### src/rtl/alu_ser_pkg.sv
// ============================================================================
// Module      : alu_ser_pkg
// Description : Shared types, line levels and frame-length helper for the
//               ALU result serial link. Optional feature: ALU_SER_PARITY_EN.
// Revision    : 1.0 - initial release
// ============================================================================
`default_nettype none

package alu_ser_pkg;

    typedef enum logic [2:0] {
        IDLE   = 3'd0,
        START  = 3'd1,
        DATA   = 3'd2,
`ifdef ALU_SER_PARITY_EN
        PARITY = 3'd3,
`endif
        STOP   = 3'd4
    } ser_state_t;

    localparam logic LINE_IDLE = 1'b1;
    localparam logic START_BIT = 1'b0;

`ifdef ALU_SER_PARITY_EN
    localparam int c_parity_bits = 1;
`else
    localparam int c_parity_bits = 0;
`endif

    // Serial bit periods per frame: start + data + optional parity + stop.
    function automatic int frame_bits(input int width);
        return 2 + width + c_parity_bits;
    endfunction

endpackage

`default_nettype wire

### src/rtl/alu_ser_bit_tick.sv
// ============================================================================
// Module      : alu_ser_bit_tick
// Description : Bit-period counter; tick marks the last clk of each period.
// Revision    : 1.0 - initial release
// ============================================================================
`default_nettype none

module alu_ser_bit_tick #(
    parameter int CLKS_PER_BIT = 1
) (
    input  logic clk,
    input  logic rst_n,
    input  logic clear,
    output logic tick
);

    localparam int                c_cnt_w = $clog2(CLKS_PER_BIT + 1);
    localparam logic [c_cnt_w-1:0] c_last  = c_cnt_w'(CLKS_PER_BIT - 1);

    logic [c_cnt_w-1:0] r_cnt;
    logic               w_at_last;

    assign w_at_last = (r_cnt == c_last);

    always_ff @(posedge clk or negedge rst_n) begin
        if (!rst_n) begin
            r_cnt <= '0;
        end else if (clear || w_at_last) begin
            r_cnt <= '0;
        end else begin
            r_cnt <= r_cnt + c_cnt_w'(1);
        end
    end

    // Held in clear while idle so the first period after a start is full length.
    assign tick = !clear && w_at_last;

endmodule

`default_nettype wire

### src/rtl/alu_result_ser.sv
// ============================================================================
// Module      : alu_result_ser
// Description : Valid/ready parallel-in, serial-out frame transmitter for the
//               ALU result word. Optional feature: ALU_SER_PARITY_EN.
// Revision    : 1.0 - initial release
// ============================================================================
`default_nettype none

module alu_result_ser
    import alu_ser_pkg::*;
#(
    parameter int WIDTH        = 8,
    parameter int CLKS_PER_BIT = 1
) (
    input  logic             clk,
    input  logic             rst_n,
    input  logic [WIDTH-1:0] din,
    input  logic             din_valid,
    output logic             din_ready,
    output logic             ser_out,
    output logic             ser_busy,
    output logic             frame_done
);

    localparam int                    c_bit_cnt_w = $clog2(WIDTH + 1);
    localparam logic [c_bit_cnt_w-1:0] c_last_bit  = c_bit_cnt_w'(WIDTH - 1);

    ser_state_t             r_state;
    ser_state_t             w_state_next;
    logic [WIDTH-1:0]       r_shift;
    logic [WIDTH-1:0]       w_shift_next;
    logic [c_bit_cnt_w-1:0] r_bit_cnt;
    logic [c_bit_cnt_w-1:0] w_bit_cnt_next;
    logic                   r_ser_out;
    logic                   w_ser_next;
    logic                   w_tick;
    logic                   w_idle;
    logic                   w_accept;
`ifdef ALU_SER_PARITY_EN
    logic                   r_parity;
    logic                   w_parity_next;
`endif

    assign w_idle   = (r_state == IDLE);
    assign w_accept = din_valid && w_idle;

    alu_ser_bit_tick #(
        .CLKS_PER_BIT (CLKS_PER_BIT)
    ) u_bit_tick (
        .clk   (clk),
        .rst_n (rst_n),
        .clear (w_idle),
        .tick  (w_tick)
    );

    always_comb begin
        w_state_next   = r_state;
        w_shift_next   = r_shift;
        w_bit_cnt_next = r_bit_cnt;
`ifdef ALU_SER_PARITY_EN
        w_parity_next  = r_parity;
`endif
        case (r_state)
            IDLE: begin
                if (w_accept) begin
                    w_shift_next   = din;
                    w_bit_cnt_next = '0;
`ifdef ALU_SER_PARITY_EN
                    w_parity_next  = ^din;
`endif
                    w_state_next   = START;
                end
            end
            START: begin
                if (w_tick) begin
                    w_state_next = DATA;
                end
            end
            DATA: begin
                if (w_tick) begin
                    w_shift_next   = r_shift >> 1;
                    w_bit_cnt_next = r_bit_cnt + c_bit_cnt_w'(1);
                    if (r_bit_cnt == c_last_bit) begin
`ifdef ALU_SER_PARITY_EN
                        w_state_next = PARITY;
`else
                        w_state_next = STOP;
`endif
                    end
                end
            end
`ifdef ALU_SER_PARITY_EN
            PARITY: begin
                if (w_tick) begin
                    w_state_next = STOP;
                end
            end
`endif
            STOP: begin
                if (w_tick) begin
                    w_state_next = IDLE;
                end
            end
            default: begin
                w_state_next = IDLE;
            end
        endcase
    end

    // The line level is derived from the next state so ser_out changes on the
    // same edge as the state it belongs to.
    always_comb begin
        w_ser_next = LINE_IDLE;
        case (w_state_next)
            START:   w_ser_next = START_BIT;
            DATA:    w_ser_next = w_shift_next[0];
`ifdef ALU_SER_PARITY_EN
            PARITY:  w_ser_next = w_parity_next;
`endif
            default: w_ser_next = LINE_IDLE;
        endcase
    end

    always_ff @(posedge clk or negedge rst_n) begin
        if (!rst_n) begin
            r_state   <= IDLE;
            r_shift   <= '0;
            r_bit_cnt <= '0;
            r_ser_out <= LINE_IDLE;
        end else begin
            r_state   <= w_state_next;
            r_shift   <= w_shift_next;
            r_bit_cnt <= w_bit_cnt_next;
            r_ser_out <= w_ser_next;
        end
    end

`ifdef ALU_SER_PARITY_EN
    always_ff @(posedge clk or negedge rst_n) begin
        if (!rst_n) begin
            r_parity <= 1'b0;
        end else begin
            r_parity <= w_parity_next;
        end
    end
`endif

    assign din_ready  = w_idle;
    assign ser_out    = r_ser_out;
    assign ser_busy   = !w_idle;
    assign frame_done = (r_state == STOP) && w_tick;

endmodule

`default_nettype wire

### config.mk
export PLATFORM = sky130hd
export DESIGN_NAME = alu_result_ser
export DESIGN_NICKNAME = d
export VERILOG_FILES = /design/src/rtl/alu_ser_pkg.sv /design/src/rtl/alu_ser_bit_tick.sv /design/src/rtl/alu_result_ser.sv
export SDC_FILE = /design/constraint.sdc
export NUM_CORES = 1
export LEC_CHECK = 0
export ABC_AREA = 1
export CORE_MARGIN = 2
export CORE_UTILIZATION = 45
export DETAILED_ROUTE_END_ITERATION = 8
export PLACE_DENSITY = 0.7
export SLEW_MARGIN = 20
export SYNTH_ARGS = -nofsm -noshare
export SYNTH_HDL_FRONTEND = slang
export SYNTH_HIERARCHICAL = 1
export SYNTH_SLANG_ARGS = --single-unit
### constraint.sdc
create_clock -name clk -period 3.3 [get_ports clk]
set_clock_uncertainty 0.15 [all_clocks]
set_input_delay 0.66 -clock clk [delete_from_list [all_inputs] [get_ports clk]]
set_output_delay 0.66 -clock clk [all_outputs]
set_load 0.03 [all_outputs]
==> reports/results.ini, run 1 <==
[timing]
rsz0062_at_grt = false
relSlewSlack_pct = 48.10
period_needed_ps = 3001
finalMaxSlewViolations = 0
finalCritPeriodShare_pct = 90.95
tightest_slew_ps = 776.1
fmax_mhz = 333.2
setup_tns_ps = 0
finalSetupViolations = 0
hold_viol = 0
hold_ws_ps = 344.7

[final_layout]
multi_input_area_um2 = 326.6
layout-drive-gt1-share_pct = 13.16
finish.utilization_pct = 58.61
area_growth_syn_to_layout_pct = 24.81
final_cell_mix = 30 x nand2_1, 16 x dfrtp_1, 14 x clkdlybuf4s50_1, 11 x nand3_1, 9 x inv_1
nets = 127
fillers = 171
instances_no_fill = 139
ff_latch_area_um2 = 426.7
layout_commonest_cell = nand2_1
diodes = 0

[hold_path]
min_from = r_shift[3]
min_path_type = flop to flop

[cts]
numCtsBuffers = 3
clock_sinks = 17
ctsHoldBuffers = 0
htree_levels = 1
cts-resized-gates = 0
cts-root-buf = clkbuf_4
cts_tree = done
clkSlewWorstSetupHoldPaths_ps = 110
clk_latency_ps = 290
clk_path_buf_depth = 2
cts_setup_buffers = 0

[routing]
drt_iter0_markers = 8
dr_wl_met3_um = 73
routed_wl_um = 1530
route.vias.total = 686
wl_met2_um = 741
routedWlPerCell_um = 11.01
drc = 0
drt-met1-wl_um = 680
highest_layer = met4
final_antenna_net_count = 0
dr.pass1.iters = 4
vias_per_cell = 4.935

[setup_path]
critPathArrivalTime_ps = 2190
cp-start-kind = flop
slowest_delay_ps = 670
worst-r2r-cell-count = 9
critical-path-slowest-cell = clkdlybuf4s50_1
worstReg2RegStart = r_state[1]
critPathTopFamily = buffers and inverters
crit_chain = inv_2 -> nand2_1 -> inv_1 -> nor2_1 -> inv_1 -> nor2_1 -> clkdlybuf4s50_1
cp_max_fo = 7
crit_path_end_kind = output port
r2r_slack_ps = 1310
r2r_end = r_shift[6]
crit_cells = 7
cp-startpoint = r_state[1]
worst-path-buf-inv = 4
path_class = flop to output port
crit_path_end = frame_done
crit_required_ps = 2490

[pwr]
switching_share_pct = 40.45
combPwrFrac_pct = 41.1
power.density_mw_per_mm2 = 740.2
p_sw_uw = 299.7
pwr-share-seq_pct = 43.6
p_leak_nw = 0.4794
internal_power_uw = 441.2
clockPowerShare_pct = 15.3
ir_worst_vdd_v = 0.0003583

[run]
drv_cap = 0

[place]
hpwl_um = 1142
placed_cells = 135
finalWeightedCongestion = 0.7416
io_buffer_count = 14

[logic_synthesis]
yosysWarnings = 6
synthArstFlopShare_pct = 100.0
yosysUniqueCellTypes = 21
synth_edf_count = 0
synthTopCellsByArea = dfrtp_1 50%, nand2_1 14%, nand3_1 6.9%
syn_inst = 96
ys_ff_latch = 17
synth_area_um2 = 802.0
synth_fp_nets = 108
synth_area_leader_cell = dfrtp_1
seq_area_frac_synth_pct = 53.20
synth_top_area_share_pct = 49.92
synth_ff_type = dfrtp_1
syn_avg_cell_area_um2 = 8.354

[global_routing]
grtUsageTotal_pct = 18.19
grt_pass1_wl_um = 2663
grt_pass1_vias = 625
grt_max_degree = 18
antenna_found_initial = 0
grt-ovfl-total = 0

[floorplanning]
initial_core_util_pct = 46.96
ios = 15
core_mm2 = 0.001708
die_area_mm2 = 0.002136
die_width_um = 46.22
rows = 15
die_height_um = 46.22

[run_status]
status = completed

flip-flops by register name (all words and copies together) (netlist names):
register	count
ser_out	1
r_state	3
r_shift	8
r_bit_cnt	4
u_bit_tick/r_cnt	1
cells in the mapped netlist (2+ instances only):
| cell | count |
|---|---|
| nand2_1 | 30 |
| dfrtp_1 | 16 |
| nor2_1 | 5 |
| nand4_1 | 4 |
| inv_2 | 4 |
| nand3_2 | 2 |
| nand3_1 | 11 |
| nand2_2 | 2 |
| inv_1 | 9 |
| o21ai_0 | 2 |
worst reg2reg max path, stage by stage (launching register included):
cell	delay (ps)
dfrtp_1	440
inv_2	90
nand2_1	90
inv_1	50
nor2_1	370
nand3_2	250
nand2_2	180
inv_2	90
nand2_1	60
o211ai_1	80
layer usage:
| metal | vias to the layer above | track usage (%) |
|---|---|---|
| li1 | 350 | - |
| met1 | 313 | 23.19 |
| met2 | 19 | 28.61 |
| met3 | 4 | 2.353 |
| met4 | 0 | 12.00 |
| met5 | - | 0 |
worst min-delay path by stage:
stage | endpoint | cells after the start
after CTS | r_shift[3] | 2
final | r_shift[3] | 2
after detailed placement | r_shift[3] | 2
after floorplan | r_bit_cnt[0] | 0
after global placement | r_shift[2] | 2
after global routing | r_shift[4] | 2
through the flow:
step           setup WS (ps)  cell area [um^2]  total power, mW
2_1_floorplan          707.7             802.0           0.5316
3_3_place_gp           692.2             973.4           0.6237
3_5_place_dp           645.8             973.4           0.6341
4_1_cts                307.1              1001           0.7469
5_1_grt                154.7              1001           0.7990
6_report               298.7              1001           0.7409
cell families after synthesis:
family / count (synthesis) / synth area share, %
AND/OR/NAND/NOR: 58 / 34.48
AO/OA/AOI/OAI: 6 / 4.212
buffers and inverters: 13 / 6.083
adder cells (fa/ha/maj): 1 / 1.560
flip-flops: 17 / 53.20
other: 1 / 0.4676
cell type report:
cell class	count	area share [%]
sequential	17	42.62
timing repair buffer	14	14.00
tap	25	3.125
multi-input combinational	66	32.62
clock inverter	1	0.5000
clock buffer	3	2.250
inverter	13	4.875
power groups by stage:
stage          clock network, mW  logic (mW)  registers (mW)
3_5_place_dp                   0       0.306           0.328
2_1_floorplan                  0       0.199           0.332
5_1_grt                    0.128       0.341           0.331
3_3_place_gp                   0       0.300           0.324
6_report                   0.113       0.304           0.323
4_1_cts                    0.116       0.308           0.323
Power figures use the tool's default switching activity.
==> run 2: changes to the inputs <==
--- a/config.mk
+++ b/config.mk
@@ -8,6 +8,7 @@
 export ABC_AREA = 1
 export CORE_MARGIN = 2
 export CORE_UTILIZATION = 45
+export CTS_BUF_LIST = sky130_fd_sc_hd__clkbuf_8
 export DETAILED_ROUTE_END_ITERATION = 8
 export PLACE_DENSITY = 0.7
 export SLEW_MARGIN = 20
==> constraint.sdc (replaced) <==
create_clock -name clk -period 3.51 [get_ports clk]
set_clock_uncertainty 0.15 [all_clocks]
set_input_delay 0.702 -clock clk [delete_from_list [all_inputs] [get_ports clk]]
set_output_delay 0.702 -clock clk [all_outputs]
set_load 0.03 [all_outputs]
==> run 2 against run 1 <==
Compared with the run above: non-clock buffer count unchanged; register-to-register slack improved by 230 ps; cell count unchanged; critical endpoint unchanged; largest cell class unchanged.
==> reports/results.ini, run 2 (synthesized netlist as in run 1, its figures left out) <==
[run_status]
status = completed

[timing]
finalCritPeriodShare_pct = 85.32
finalSetupViolations = 0
hold_ws_ps = 334.2
period_needed_ps = 2995
finalMaxSlewViolations = 0
fin_ws_ps = 515.4
hold_viol = 0
tightest_slew_ps = 771.6
relSlewSlack_pct = 48.40
fmax_mhz = 333.9
setup_tns_ps = 0
rsz0062_at_grt = false

[floorplanning]
die_area_mm2 = 0.002136
die_height_um = 46.22
core_mm2 = 0.001708
die_width_um = 46.22
rows = 15
ios = 15
initial_core_util_pct = 46.96

[pwr]
combPwrFrac_pct = 38.7
pwr-share-seq_pct = 41.2
clockPowerShare_pct = 20.1
power.density_mw_per_mm2 = 725.1
p_leak_nw = 0.4872
finalPower_uw = 739.4
ir_worst_vdd_v = 0.0003728
p_sw_uw = 287.5
switching_share_pct = 38.88
internal_power_uw = 451.9

[setup_path]
crit_chain = inv_2 -> nand2_1 -> inv_1 -> nor2_1 -> inv_1 -> nor2_1 -> clkdlybuf4s50_1
worst-r2r-cell-count = 9
path_class = flop to output port
worst-path-buf-inv = 4
cp-start-kind = flop
crit_path_end_kind = output port
slowest_delay_ps = 670
critical-path-slowest-cell = clkdlybuf4s50_1
crit_cells = 7
cp_max_fo = 7
critPathArrivalTime_ps = 2140
critPathTopFamily = buffers and inverters
crit_required_ps = 2660

[cts]
cts_setup_buffers = 0
clk_path_buf_depth = 2
ctsHoldBuffers = 0
clkSlewWorstSetupHoldPaths_ps = 70
cts-root-buf = clkbuf_8
clock_sinks = 17
cts_tree = done
htree_levels = 1
clk_latency_ps = 260
cts-resized-gates = 0
numCtsBuffers = 3

[global_routing]
grt_pass1_vias = 626
grt-ovfl-total = 0
grtUsageTotal_pct = 18.27
antenna_found_initial = 0
grt_max_degree = 18
grt_pass1_wl_um = 2649

[hold_path]
whs_path_depth = 2
min_path_type = flop to flop

[routing]
route.vias.total = 697
routed_wl_um = 1547
final_antenna_net_count = 0
routedWlPerCell_um = 11.13
dr.pass1.iters = 4
drc = 0
vias_per_cell = 5.014
drt_iter0_markers = 8

[final_layout]
layout-drive-gt1-share_pct = 13.16
largest_reg_flops = 8
regMostFlops = r_shift
top_regs = r_shift (8), r_bit_cnt (4), r_state (3)
area_growth_syn_to_layout_pct = 27.15
finish.utilization_pct = 59.71
final_cell_mix = 30 x nand2_1, 16 x dfrtp_1, 14 x clkdlybuf4s50_1, 11 x nand3_1, 9 x inv_1
layout_commonest_cell = nand2_1
nets = 127
diodes = 0
fillers = 166

[place]
preCtsSetupSlack_ps = 813.8
finalWeightedCongestion = 0.7416
io_buffer_count = 14
hpwl_um = 1142

[run]
drv_cap = 0

[run 2: cell types whose count changed in the layout (fill, tap and decap cells not counted)]
cell,previous run,this run
clkbuf_8,0,3
clkbuf_4,3,0
[run 2: through the flow]
step / area (um^2) / instances
6_report: 1020 / 139
5_1_grt: 1020 / 139
4_1_cts: 1020 / 139
3_5_place_dp: 973.4 / 135
3_3_place_gp: 973.4 / 135
2_1_floorplan: 802.0 / 96
[run 2: path summary, 6_finish.rpt]
path                       startpoint               end  slack (ps)
setup / recovery           r_state[1]        frame_done         520
setup reg to reg           r_state[1]        r_shift[6]        1540
hold / removal             r_shift[3]        r_shift[3]         330
max in group asynchronous       rst_n      r_bit_cnt[0]        1980
hold reg to reg            r_shift[3]        r_shift[3]         330
min in group asynchronous       rst_n  u_bit_tick/r_cnt         750
[run 2: per-layer routing]
metal  vias up  share of wire [%]  track usage (%)
li1        348                  -                -
met1       321                 45            22.19
met2        23                 46            29.17
met3         5                5.8            3.529
met4         0                3.0            12.00
met5         -                  0                0
[run 2: area by class of cell]
cell class	instances	area (um^2)	area share (%)
Sequential cell	17	426.7	41.84
Multi-Input combinational cell	66	326.6	32.02
Timing Repair Buffer	14	140.1	13.74
Inverter	13	48.80	4.785
Clock buffer	3	41.29	4.049
Tap cell	25	31.28	3.067
Clock inverter	1	5.005	0.4908
[run 2: worst min-delay path, stage by stage, from the launching register on]
cell     delay, ps
dfrtp_1        350
nand2_1         50
nand3_1         50
[run 2: power by group through the flow]
stage | combinational (mW) | sequential, mW | clock, mW
after floorplan | 0.187 | 0.312 | 0
after global placement | 0.282 | 0.304 | 0
after detailed placement | 0.288 | 0.308 | 0
after CTS | 0.289 | 0.305 | 0.151
after global routing | 0.320 | 0.311 | 0.159
final | 0.286 | 0.304 | 0.149
